[src/rtl/agc.sv]
// Three-stage VGA automatic gain control: ramps the total gain code until overload, then holds it.
// Optional internal magnitude detector enabled by defining AGC_INT_DETECT_EN.
module agc #(
    parameter int SETTLE_CYCLES = 2,
    parameter int REACQ_CYCLES  = 512,
    parameter int OVL_THRESH    = 24576,
    parameter int GAIN_MAX      = 39
) (
    input  logic               clk,
    input  logic               RESETn,
    input  logic signed [15:0] amplified_signal,
    input  logic               overload,
    input  logic               ext_or_int,
    output logic [4:0]         vga1_control,
    output logic [3:0]         vga2_control,
    output logic [3:0]         vga3_control,
    output logic [5:0]         gain_array_out,
    output logic               done_out
);

    typedef enum logic [1:0] {SETTLE, EVAL, LOCKED} state_t;

    localparam int CNT_MAX = (REACQ_CYCLES > SETTLE_CYCLES) ? REACQ_CYCLES : SETTLE_CYCLES;
    localparam int CW      = $clog2(CNT_MAX + 1);
    localparam logic [CW-1:0] SETTLE_LAST = CW'(SETTLE_CYCLES - 1);
    localparam logic [CW-1:0] REACQ_LAST  = CW'(REACQ_CYCLES - 1);
    localparam logic [5:0]    G_MAX       = 6'(GAIN_MAX);

    state_t          state_reg;
    logic [CW-1:0]   cnt_reg;
    logic [5:0]      gain_next;
    logic            ovl;

    // Stage split saturates 15/12/12, so the sum equals G for any G up to 39.
    function automatic logic [4:0] split1(input logic [5:0] g);
        return (g >= 6'd15) ? 5'd15 : g[4:0];
    endfunction

    function automatic logic [3:0] split2(input logic [5:0] g);
        if (g <= 6'd15)
            return 4'd0;
        else if (g >= 6'd27)
            return 4'd12;
        else
            return 4'(g - 6'd15);
    endfunction

    function automatic logic [3:0] split3(input logic [5:0] g);
        if (g <= 6'd27)
            return 4'd0;
        else if (g >= 6'd39)
            return 4'd12;
        else
            return 4'(g - 6'd27);
    endfunction

    assign gain_next = gain_array_out + 6'd1;

`ifdef AGC_INT_DETECT_EN
    localparam logic [15:0] THRESH = 16'(OVL_THRESH);

    logic        hit_reg;
    logic [15:0] mag;

    // Magnitude with -32768 saturated so it fits the positive range.
    always_comb begin
        if (amplified_signal == 16'sh8000)
            mag = 16'h7FFF;
        else if (amplified_signal[15])
            mag = 16'(-amplified_signal);
        else
            mag = amplified_signal;
    end

    assign ovl = ext_or_int ? overload : hit_reg;
`else
    logic unused_inputs;
    assign unused_inputs = ^{ext_or_int, amplified_signal};
    assign ovl = overload;
`endif

    always_ff @(posedge clk or posedge RESETn) begin
        if (RESETn) begin
            state_reg      <= SETTLE;
            cnt_reg        <= '0;
            gain_array_out <= '0;
            vga1_control   <= '0;
            vga2_control   <= '0;
            vga3_control   <= '0;
            done_out       <= 1'b0;
`ifdef AGC_INT_DETECT_EN
            hit_reg        <= 1'b0;
`endif
        end else begin
            case (state_reg)
                SETTLE: begin
`ifdef AGC_INT_DETECT_EN
                    if (mag >= THRESH)
                        hit_reg <= 1'b1;
`endif
                    if (cnt_reg == SETTLE_LAST) begin
                        cnt_reg   <= '0;
                        state_reg <= EVAL;
                    end else begin
                        cnt_reg <= cnt_reg + 1'b1;
                    end
                end
                EVAL: begin
                    cnt_reg <= '0;
                    if (ovl || gain_array_out >= G_MAX) begin
                        state_reg <= LOCKED;
                        done_out  <= 1'b1;
                    end else begin
                        gain_array_out <= gain_next;
                        vga1_control   <= split1(gain_next);
                        vga2_control   <= split2(gain_next);
                        vga3_control   <= split3(gain_next);
                        state_reg      <= SETTLE;
`ifdef AGC_INT_DETECT_EN
                        hit_reg        <= 1'b0;
`endif
                    end
                end
                LOCKED: begin
                    if (cnt_reg == REACQ_LAST) begin
                        cnt_reg        <= '0;
                        gain_array_out <= '0;
                        vga1_control   <= '0;
                        vga2_control   <= '0;
                        vga3_control   <= '0;
                        done_out       <= 1'b0;
                        state_reg      <= SETTLE;
`ifdef AGC_INT_DETECT_EN
                        hit_reg        <= 1'b0;
`endif
                    end else begin
                        cnt_reg <= cnt_reg + 1'b1;
                    end
                end
                default: begin
                    state_reg <= SETTLE;
                    cnt_reg   <= '0;
                    done_out  <= 1'b0;
                end
            endcase
        end
    end

endmodule

[config.mk]
export PLATFORM = sky130hd
export DESIGN_NAME = agc
export DESIGN_NICKNAME = d
export VERILOG_FILES = /design/src/rtl/agc.sv
export SDC_FILE = /design/constraint.sdc
export NUM_CORES = 1
export LEC_CHECK = 0
export CAP_MARGIN = 20
export CORE_MARGIN = 2
export CORE_UTILIZATION = 45
export CTS_CLUSTER_DIAMETER = 120
export CTS_CLUSTER_SIZE = 24
export DETAILED_ROUTE_END_ITERATION = 8
export GPL_TIMING_DRIVEN = 1
export PLACE_DENSITY = 0.83
export REMOVE_ABC_BUFFERS = 1
export SLEW_MARGIN = 20
export SYNTH_ARGS = -nofsm -noshare
export SYNTH_HDL_FRONTEND = slang
export SYNTH_SLANG_ARGS = --single-unit
[constraint.sdc]
create_clock -name clk -period 2.7 [get_ports clk]
set_clock_uncertainty 0.05 [all_clocks]
set_input_delay 0.675 -clock clk [delete_from_list [all_inputs] [get_ports clk]]
set_output_delay 0.675 -clock clk [all_outputs]
set_load 0.005 [all_outputs]
---- Yosys cells after proc, flatten, opt, wreduce, memory -nomap -nowiden ----
Index checks and enable logic that the tools add are counted.
operators by class
  add/subtract/negate cells ............... 4
  order comparisons ....................... 6
  equality and inequality tests ........... 8
  mux-type cells .......................... 26
  bitwise gates (word level) .............. 1
  reductions and logical operators ........ 6
operators by type and width
  operator                                                                             count
  4-bit two-way mux                                                                    7
  10-bit two-way mux                                                                   2
  10-bit case mux with 2 select lines                                                  1
  4-bit case mux with 2 select lines                                                   2
  5-bit two-way mux                                                                    3
  6-bit greater-or-equal comparator, second input constant                             2
  6-bit two-way mux                                                                    2
  6-bit case mux with 2 select lines                                                   1
  10-bit by 1-bit adder with 10-bit output, second input constant                      1
  10-bit by 1-bit equality test with 1-bit output, second input constant               1
  10-bit by 9-bit equality test with 1-bit output, second input constant               1
  5-bit case mux with 2 select lines                                                   1
  2-bit != test, second input constant                                                 4
  4-bit subtractor, second input constant                                              2
  6-bit by 1-bit adder with 6-bit output, second input constant                        1
  6-bit by 4-bit greater-or-equal comparator with 1-bit output, second input constant  1
  6-bit by 5-bit greater-or-equal comparator with 1-bit output, second input constant  1
  6-bit by 4-bit less-or-equal comparator with 1-bit output, second input constant     1
  6-bit by 5-bit less-or-equal comparator with 1-bit output, second input constant     1
  2-bit two-way mux                                                                    3
  2-bit case mux with 3 select lines                                                   1
  3-bit AND reduction                                                                  2
  1-bit case mux with 3 select lines                                                   1
  2-bit by 1-bit equality test with 1-bit output, second input constant                1
  other kinds (7)                                                                      8
word-level totals
  register bits after elaboration ......... 32
  input port bits ......................... 20
  output and inout port bits .............. 20
  word-level logic and storage cells ...... 58

---- Logic depth before layout (Yosys ltp) ----
Gate-level depths: netlist of run 1.
  word-level depth ........................ 6
  mapped depth ............................ 9
  mapped depth without buffers ............ 6

---- Worst setup path after synthesis of run 1 ----
Ideal clock, no wire load.
  path kind ............................... register to register
  start point ............................. register gain_array_out[1]
  end point ............................... register vga2_control[2]
  library setup time ...................... 0.126 ns
  arrival time ............................ 1.972 ns
  required time ........................... 2.524 ns
  path slack .............................. 0.552 ns
  stages on the path, launching flop included .. 8
  buffers on the path ..................... 2
  clock period less this slack ............ 2.148 ns
  cell sequence ........................... dfrtp_1 -> ha_1 -> a211o_1 -> a211o_1 -> buf_6 -> o21a_1 -> buf_6 -> a221o_1
on the way
  word-level cells in the longest chain between the ends .. 6
  elaborated cells on any way between the ends .. 12
  classes of those cells .................. add/sub: 2; order compare: 3; eq/ne: 1; mux: 4; reduce/logical: 2
ends and longest elaborated chain
  element                                                                                           RTL line  source
  from (decl)                                                                                       17        output logic [5:0] gain_array_out,
  from (signal assigned)                                                                            114       gain_array_out <= gain_next;
  6-bit by 1-bit adder with 6-bit output                                                            57        assign gain_next = gain_array_out + 6'd1;
  6-bit by 5-bit greater-or-equal comparator with 1-bit output or 4-bit subtractor (tied branches)  42, 45
  4-bit two-way mux                                                                                 42        else if (g >= 6'd27)
  4-bit two-way mux                                                                                 40        if (g <= 6'd15)
  4-bit two-way mux                                                                                 110       if (ovl || gain_array_out >= G_MAX) begin
  4-bit case mux with 2 select lines                                                                95        case (state_reg)
  to (signal assigned)                                                                              116       vga2_control <= split2(gain_next);
  to (decl)                                                                                         15        output logic [3:0] vga2_control,
Parallel ways exist; a longest one is shown, timed or not. The select of a mux whose other input is x is not followed.
A chain may end at the register's enable or synchronous reset.

---- Worst setup path in the final report of run 1 ----
Ends and elaborated chain as after synthesis.

==> key figures, run 1 <==
Outcome
  – Status: completed

Synthesis
  – Largest area contributor in the netlist: sky130_fd_sc_hd__dfrtp_1
  – Async set-or-reset flop fraction in the synthesized netlist: 100%
  – Syn Area/Cell: 9.83 um2
  – Post-synth top cells: sky130_fd_sc_hd__dfrtp_1, sky130_fd_sc_hd__nor2_1, sky130_fd_sc_hd__nand2_1
  – Post-Synthesis Cells: 179
  – Top cell type's share of synthesized area: 45.5%
  – Number of enable flip-flop cells after synthesis: 0
  – Main area contributors after synthesis: sky130_fd_sc_hd__dfrtp_1, sky130_fd_sc_hd__nor2_1, sky130_fd_sc_hd__xnor2_1, sky130_fd_sc_hd__xor2_1, sky130_fd_sc_hd__ha_1
  – Top_reg_cell synth: sky130_fd_sc_hd__dfrtp_1
  – Synth Register Bits: 32
  – Yosys cell types: 43
  – Fraction of the yosys area taken by sequential cells: 45.5%
  – Dominant cell by count in the synthesized netlist: sky130_fd_sc_hd__dfrtp_1
  – Synth warn: 0
  – Mapped cell area: 0.00176 mm2

Worst hold path
  – Type of the tightest min-delay check: flop to flop

Timing
  – RSZ-0062 raised after global routing: false
  – Max Fclk: 425 MHz
  – Final hold vios: 0
  – Clock period minus worst slack: 2.35 ns
  – Actual slew at the worst max-slew pin: 0.683 ns
  – Setup TNS: 0 ns
  – Final critical-path share of the clock period: 87.1%
  – Total of endpoints with negative setup slack in the final report: 0
  – Max-slew violation count: 0
  – Final hold slack: 0.432 ns
  – Rel. slew slack: 54.5%

Setup path
  – Critical path's largest stage delay: 0.48 ns
  – Data required, critical path: 2.81 ns
  – Register-to-Register Setup Slack: 0.35 ns
  – Most frequent cell on the critical path: sky130_fd_sc_hd__a211o_1
  – Endpoint kind of the worst setup timing path: flop
  – CP Launch Type: flop
  – Cell with the largest stage delay on the worst path: sky130_fd_sc_hd__dfrtp_1
  – Arr. time, crit path: 2.46 ns
  – Number of buffers and inverters on the critical path: 0
  – CP Cell Sequence: ha_1 > a211o_1 > a211o_1 > o21a_1 > a221o_1
  – WS Path Type: flop to flop
  – Crit path max-delay family: compound AO/OA/AOI/OAI gates
  – CP max FO: 19

Route
  – Number of detailed-routing iterations run before antenna repair: 4
  – Avg WL per Cell: 14.1 um
  – Total DRC errors in the routed layout: 0
  – Number of nets with antenna violations after detailed routing: 0
  – DRC violation total after the first TritonRoute iteration: 117
  – Total detailed-routing wirelength: 3560 um
  – Routed via count: 1,424
  – Via density per instance: 5.65

Floorplanning
  – Y dimension of the die: 66.5 um
  – Starting utilization of the core area: 47.3%
  – Placeable core region: 0.00372 mm2
  – Horiz. Die Dim: 66.5 um
  – Row count: 22
  – # IOs: 40
  – Die Area: 0.00443 mm2

Clock network
  – Clock Pin Slew Worst Setup and Hold Paths: 0.06 ns
  – Clock root cell: sky130_fd_sc_hd__clkbuf_8
  – Hold-fix buffer count after cts: 0
  – Skew-Pair Late Insertion Delay: 0.28 ns
  – Number of levels in the clock H-tree: 2
  – Number of buffers created by CTS: 5
  – Largest buffer count on any clock path: 2
  – Post-CTS setup buffer count: 0
  – CTS tree: built
  – Clock Sink Count: 32
  – Number of gates given a new drive strength after cts: 0

GRT
  – Number of antenna violations at the first check in global routing: 0
  – First-pass GRT wire length: 6220 um
  – Maximum number of pins on one net before global-route repair: 33
  – Total gr overflow: 0
  – Via count of the first global-routing pass: 1,352
  – Global routing usage summed across all routing layers: 18.5%

Final layout
  – # diodes: 0
  – Final standard cell utilization of the core: 56.8%
  – Final Net Count: 228
  – Number of flip-flops under the largest register name: 10
  – Final std cells w/o fill: 252
  – Syn-to-layout area delta: 20.1%
  – Fraction of layout cells with a size suffix above 1: 7.35%

Pwr
  – Leakage: 0.000924 uW
  – Power density of the placed cells: 470 mW/mm2
  – Max IR drop VDD: 0.253 mV

Placed design
  – Gp weighted congestion: 0.864
  – Placed Cells: 245
  – Number of port buffers: 22
  – Placed wire-length estimate: 2490 um

Flow run
  – Number of max-capacitance violations reported: 0
[layout by cell type (no fill, tap or decap), types with 3 or more instances in the layout]
cell type                         Yosys  final
sky130_fd_sc_hd__dfrtp_1             32     32
sky130_fd_sc_hd__clkdlybuf4s50_1      0     22
sky130_fd_sc_hd__nor2_1              21     21
sky130_fd_sc_hd__nand2_1             12     12
sky130_fd_sc_hd__xnor2_1              8      8
sky130_fd_sc_hd__nand3_1              7      7
sky130_fd_sc_hd__xor2_1               7      7
sky130_fd_sc_hd__clkbuf_8             0      7
sky130_fd_sc_hd__inv_1                6      6
sky130_fd_sc_hd__buf_4                0      6
sky130_fd_sc_hd__o21ai_0              5      5
sky130_fd_sc_hd__a22o_1               5      5
sky130_fd_sc_hd__a21o_1               5      5
sky130_fd_sc_hd__a211o_1              4      4
sky130_fd_sc_hd__a21oi_1              4      4
sky130_fd_sc_hd__a32o_1               4      4
sky130_fd_sc_hd__ha_1                 4      4
sky130_fd_sc_hd__nand2b_1             3      3
sky130_fd_sc_hd__o22ai_1              3      3
sky130_fd_sc_hd__nor3_1               3      3
sky130_fd_sc_hd__nor4_1               3      3
sky130_fd_sc_hd__nor2b_1              3      3
sky130_fd_sc_hd__a221o_1              3      3
[worst paths after layout]
kind,cells after the start,end,start
setup / recovery,5,vga2_control[2],gain_array_out[1]
hold / removal,1,vga1_control[4],vga1_control[4]
setup reg to reg,5,vga2_control[2],gain_array_out[1]
hold reg to reg,1,vga1_control[4],vga1_control[4]
max in group asynchronous,3,cnt_reg[3],RESETn
min in group asynchronous,3,vga1_control[0],RESETn
[area by class of cell]
| cell class | count | area (um2) |
|---|---|---|
| clock buffer | 7 | 96.3 |
| timing repair buffer | 28 | 265 |
| multi-input combinational | 130 | 863 |
| inverter | 7 | 26.3 |
| sequential | 32 | 801 |
| fill | 333 | 1600 |
| tap | 48 | 60.1 |
[worst reg2reg max path, cell delays in order (launching register included)]
cell,delay [ns]
sky130_fd_sc_hd__dfrtp_1,0.48
sky130_fd_sc_hd__ha_1,0.25
sky130_fd_sc_hd__a211o_1,0.34
sky130_fd_sc_hd__a211o_1,0.32
sky130_fd_sc_hd__o21a_1,0.35
sky130_fd_sc_hd__a221o_1,0.45
[metal layers]
| layer | share of wire [%] | wire length (um) | GRT usage, % | up-vias |
|---|---|---|---|---|
| met2 | 43 | 1530 | 26.4 | 38 |
| met3 | 4.1 | 146 | 3.55 | 7 |
| met1 | 51 | 1810 | 26.7 | 680 |
| li1 | - | - | - | 699 |
| met5 | 0 | 0 | 0 | - |
| met4 | 2.2 | 79 | 9.44 | 0 |
[kinds of logic after synthesis]
group                    after synthesis  synth area share (%)
multiplexers                           1                 0.569
adder cells (fa/ha/maj)                5                  3.41
AND/OR/NAND/NOR                       65                  18.7
XOR/XNOR                              15                  7.47
buffers and inverters                 17                  5.40
flip-flops                            32                  45.5
AO/OA/AOI/OAI                         44                  18.9
[metrics by stage]
| step | power [uW] | setup slack, ns | cell area (um2) |
|---|---|---|---|
| after floorplan | 573 | 0.281 | 1690 |
| after global placement | 613 | 0.374 | 2020 |
| after detailed placement | 615 | 0.338 | 2020 |
| after CTS | 1000 | 0.370 | 2110 |
| after global routing | 1040 | 0.276 | 2110 |
| final | 992 | 0.348 | 2110 |
[power by group]
part	internal, uW	leakage [uW]	switching, uW
clock	227	0.0000503	158
combinational	49.1	0.000476	57.5
sequential	487	0.000398	13.3
total	763	0.000924	229
Power figures use the tool's default switching activity.
==> inputs of run 2 (changes only) <==
--- a/config.mk
+++ b/config.mk
@@ -8,9 +8,10 @@
 export CAP_MARGIN = 20
 export CORE_MARGIN = 2
 export CORE_UTILIZATION = 45
+export CTS_BUF_LIST = sky130_fd_sc_hd__clkbuf_8
 export CTS_CLUSTER_DIAMETER = 120
-export CTS_CLUSTER_SIZE = 24
 export DETAILED_ROUTE_END_ITERATION = 8
+export GPL_ROUTABILITY_DRIVEN = 1
 export GPL_TIMING_DRIVEN = 1
 export PLACE_DENSITY = 0.83
 export REMOVE_ABC_BUFFERS = 1
==> results of run 2 <==
Same layout as run 1: the final DEF is identical, and so are final timing and power.
==> inputs of run 3 (changes only) <==
--- a/config.mk
+++ b/config.mk
@@ -13,7 +13,7 @@
 export DETAILED_ROUTE_END_ITERATION = 8
 export GPL_ROUTABILITY_DRIVEN = 1
 export GPL_TIMING_DRIVEN = 1
-export PLACE_DENSITY = 0.83
+export PLACE_DENSITY = 0.75
 export REMOVE_ABC_BUFFERS = 1
 export SLEW_MARGIN = 20
 export SYNTH_ARGS = -nofsm -noshare
==> run 3 against run 2 <==
  * Fmax grew 4.3%
  * Non-clock buffer count rose by 1
  * Via count grew 2.9%
  * Critical path depth stayed put
  * Design area rose by 1.1%
  * Global-route usage rose by 1.1 points
  * Hold slack better by 0.0064 ns
  * Critical path type unchanged
==> key figures, run 3 (synthesis gave the netlist of run 1 again) <==
Outcome
  – Status: completed

Pwr
  – Internal power of the cells: 811 uW
  – Power density of the placed cells: 498 mW/mm2
  – Max IR drop VDD: 0.251 mV
  – Leakage: 0.000932 uW
  – Share of total power consumed by net switching: 23.7%
  – Switching component of the power: 251 uW
  – Clock network fraction of total power: 42.7%
  – Portion of total power attributed to combinational logic: 10.5%
  – Sequential fraction of design power: 46.8%
  – Final total power: 1060 uW

Route
  – Avg WL per Cell: 14.9 um
  – Number of detailed-routing iterations run before antenna repair: 4
  – Total detailed-routing wirelength: 3800 um
  – DRC violation total after the first TritonRoute iteration: 86
  – Total DRC errors in the routed layout: 0
  – Number of nets with antenna violations after detailed routing: 0
  – Via density per instance: 5.77
  – Routed via count: 1,466

Floorplanning
  – Horiz. Die Dim: 66.5 um
  – Row count: 22
  – Starting utilization of the core area: 47.3%
  – # IOs: 40
  – Die Area: 0.00443 mm2
  – Y dimension of the die: 66.5 um
  – Placeable core region: 0.00372 mm2

Clock network
  – Clock Sink Count: 32
  – Number of buffers created by CTS: 5
  – Clock Pin Slew Worst Setup and Hold Paths: 0.07 ns
  – Post-CTS setup buffer count: 0
  – Skew-Pair Late Insertion Delay: 0.28 ns
  – Clock root cell: sky130_fd_sc_hd__clkbuf_8
  – Number of levels in the clock H-tree: 2
  – Number of gates given a new drive strength after cts: 0
  – Hold-fix buffer count after cts: 0
  – CTS tree: built
  – Largest buffer count on any clock path: 2

Setup path
  – Endpoint kind of the worst setup timing path: flop
  – R2r startpoint: gain_array_out[2]
  – Reg-to-reg endpoint: vga3_control[1]
  – Launch point of the critical path: gain_array_out[2]
  – Data required, critical path: 2.83 ns
  – WS Path Type: flop to flop
  – Register-to-Register Setup Slack: 0.45 ns
  – Timing endpoint of the critical path: vga3_control[1]
  – CP Launch Type: flop
  – Arr. time, crit path: 2.38 ns
  – CP max FO: 15
  – R2R depth: 5

GRT
  – Total gr overflow: 0
  – Global routing usage summed across all routing layers: 19.6%
  – Maximum number of pins on one net before global-route repair: 33
  – First-pass GRT wire length: 6470 um
  – Number of antenna violations at the first check in global routing: 0
  – Via count of the first global-routing pass: 1,404

Final layout
  – Leading cell types in the layout, fill and taps excluded: sky130_fd_sc_hd__dfrtp_1, sky130_fd_sc_hd__clkdlybuf4s50_1, sky130_fd_sc_hd__nor2_1
  – Fraction of layout cells with a size suffix above 1: 8.25%
  – Final Net Count: 229
  – Final std cells w/o fill: 254
  – # diodes: 0
  – Number of flip-flops under the largest register name: 10
  – Most frequent standard cell in the layout excluding fill and tap cells: sky130_fd_sc_hd__dfrtp_1
  – Syn-to-layout area delta: 21.3%

Timing
  – RSZ-0062 raised after global routing: false
  – Final hold vios: 0
  – Actual slew at the worst max-slew pin: 0.969 ns
  – Rel. slew slack: 35.0%
  – Final critical-path share of the clock period: 83.5%
  – Minimum setup slack in the final design: 0.446 ns
  – Total of endpoints with negative setup slack in the final report: 0
  – Setup TNS: 0 ns
  – Max Fclk: 444 MHz
  – Max-slew violation count: 0
  – Clock period minus worst slack: 2.25 ns

Placed design
  – Pre-CTS WS: 0.369 ns
  – Placed Cells: 246
  – Gp weighted congestion: 0.849
  – Placed wire-length estimate: 2740 um
  – Number of port buffers: 22

Flow run
  – Number of max-capacitance violations reported: 0

Worst hold path
  – Type of the tightest min-delay check: flop to flop
[run 3: changes by cell type in the layout (fill, tap and decap cells not counted), sizes merged]
cell / before / now
clkbuf: 7 / 5
buf: 6 / 7
bufinv: 0 / 1
clkinv: 0 / 1
clkinvlp: 0 / 1
[run 3: layout make-up]
type                            count  area (um2)
Clock buffer                        5        68.8
Clock inverter                      3        42.5
Fill cell                         346        1580
Inverter                            7        26.3
Multi-Input combinational cell    130         863
Sequential cell                    32         801
Tap cell                           48        60.1
Timing Repair Buffer               29         273
[run 3: routing by layer]
| metal | wire length [um] | track usage, % |
|---|---|---|
| met1 | 1600 | 24.1 |
| met2 | 2010 | 34.4 |
| met3 | 147 | 5.07 |
| met4 | 40 | 4.59 |
| met5 | 0 | 0 |
[run 3: power groups by stage]
stage	clock network, uW	logic, uW	registers [uW]
final	453	112	497
after CTS	462	113	497
after global routing	493	125	498
after global placement	0	111	505
after floorplan	0	63.6	510
after detailed placement	0	113	506
[run 3: worst min-delay path by stage]
stage	start	to	slack [ns]	cells after the start
2_1_floorplan	cnt_reg[0]	cnt_reg[0]	0.42	1
3_3_place_gp	vga1_control[4]	vga1_control[4]	0.42	1
3_5_place_dp	vga3_control[0]	vga3_control[0]	0.43	1
4_1_cts	vga3_control[0]	vga3_control[0]	0.45	1
5_1_grt	vga3_control[0]	vga3_control[0]	0.45	1
6_report	vga2_control[3]	vga2_control[3]	0.44	1
[run 3: critical path: stages (launching register included)]
cell and delay (ns):
sky130_fd_sc_hd__dfrtp_1 0.64, sky130_fd_sc_hd__nand3_2 0.25, sky130_fd_sc_hd__or3_1 0.43, sky130_fd_sc_hd__and2_1 0.24, sky130_fd_sc_hd__a32o_1 0.29, sky130_fd_sc_hd__a32o_1 0.26
[run 3: metrics by stage]
| step | utilization, % | hold slack, ns | instance area [um2] |
|---|---|---|---|
| after CTS | 57.4 | 0.446 | 2130 |
| after detailed placement | 54.4 | 0.430 | 2020 |
| after global routing | 57.4 | 0.455 | 2130 |
| after floorplan | - | 0.424 | 1690 |
| after global placement | 54.4 | 0.420 | 2020 |
| final | 57.4 | 0.438 | 2130 |
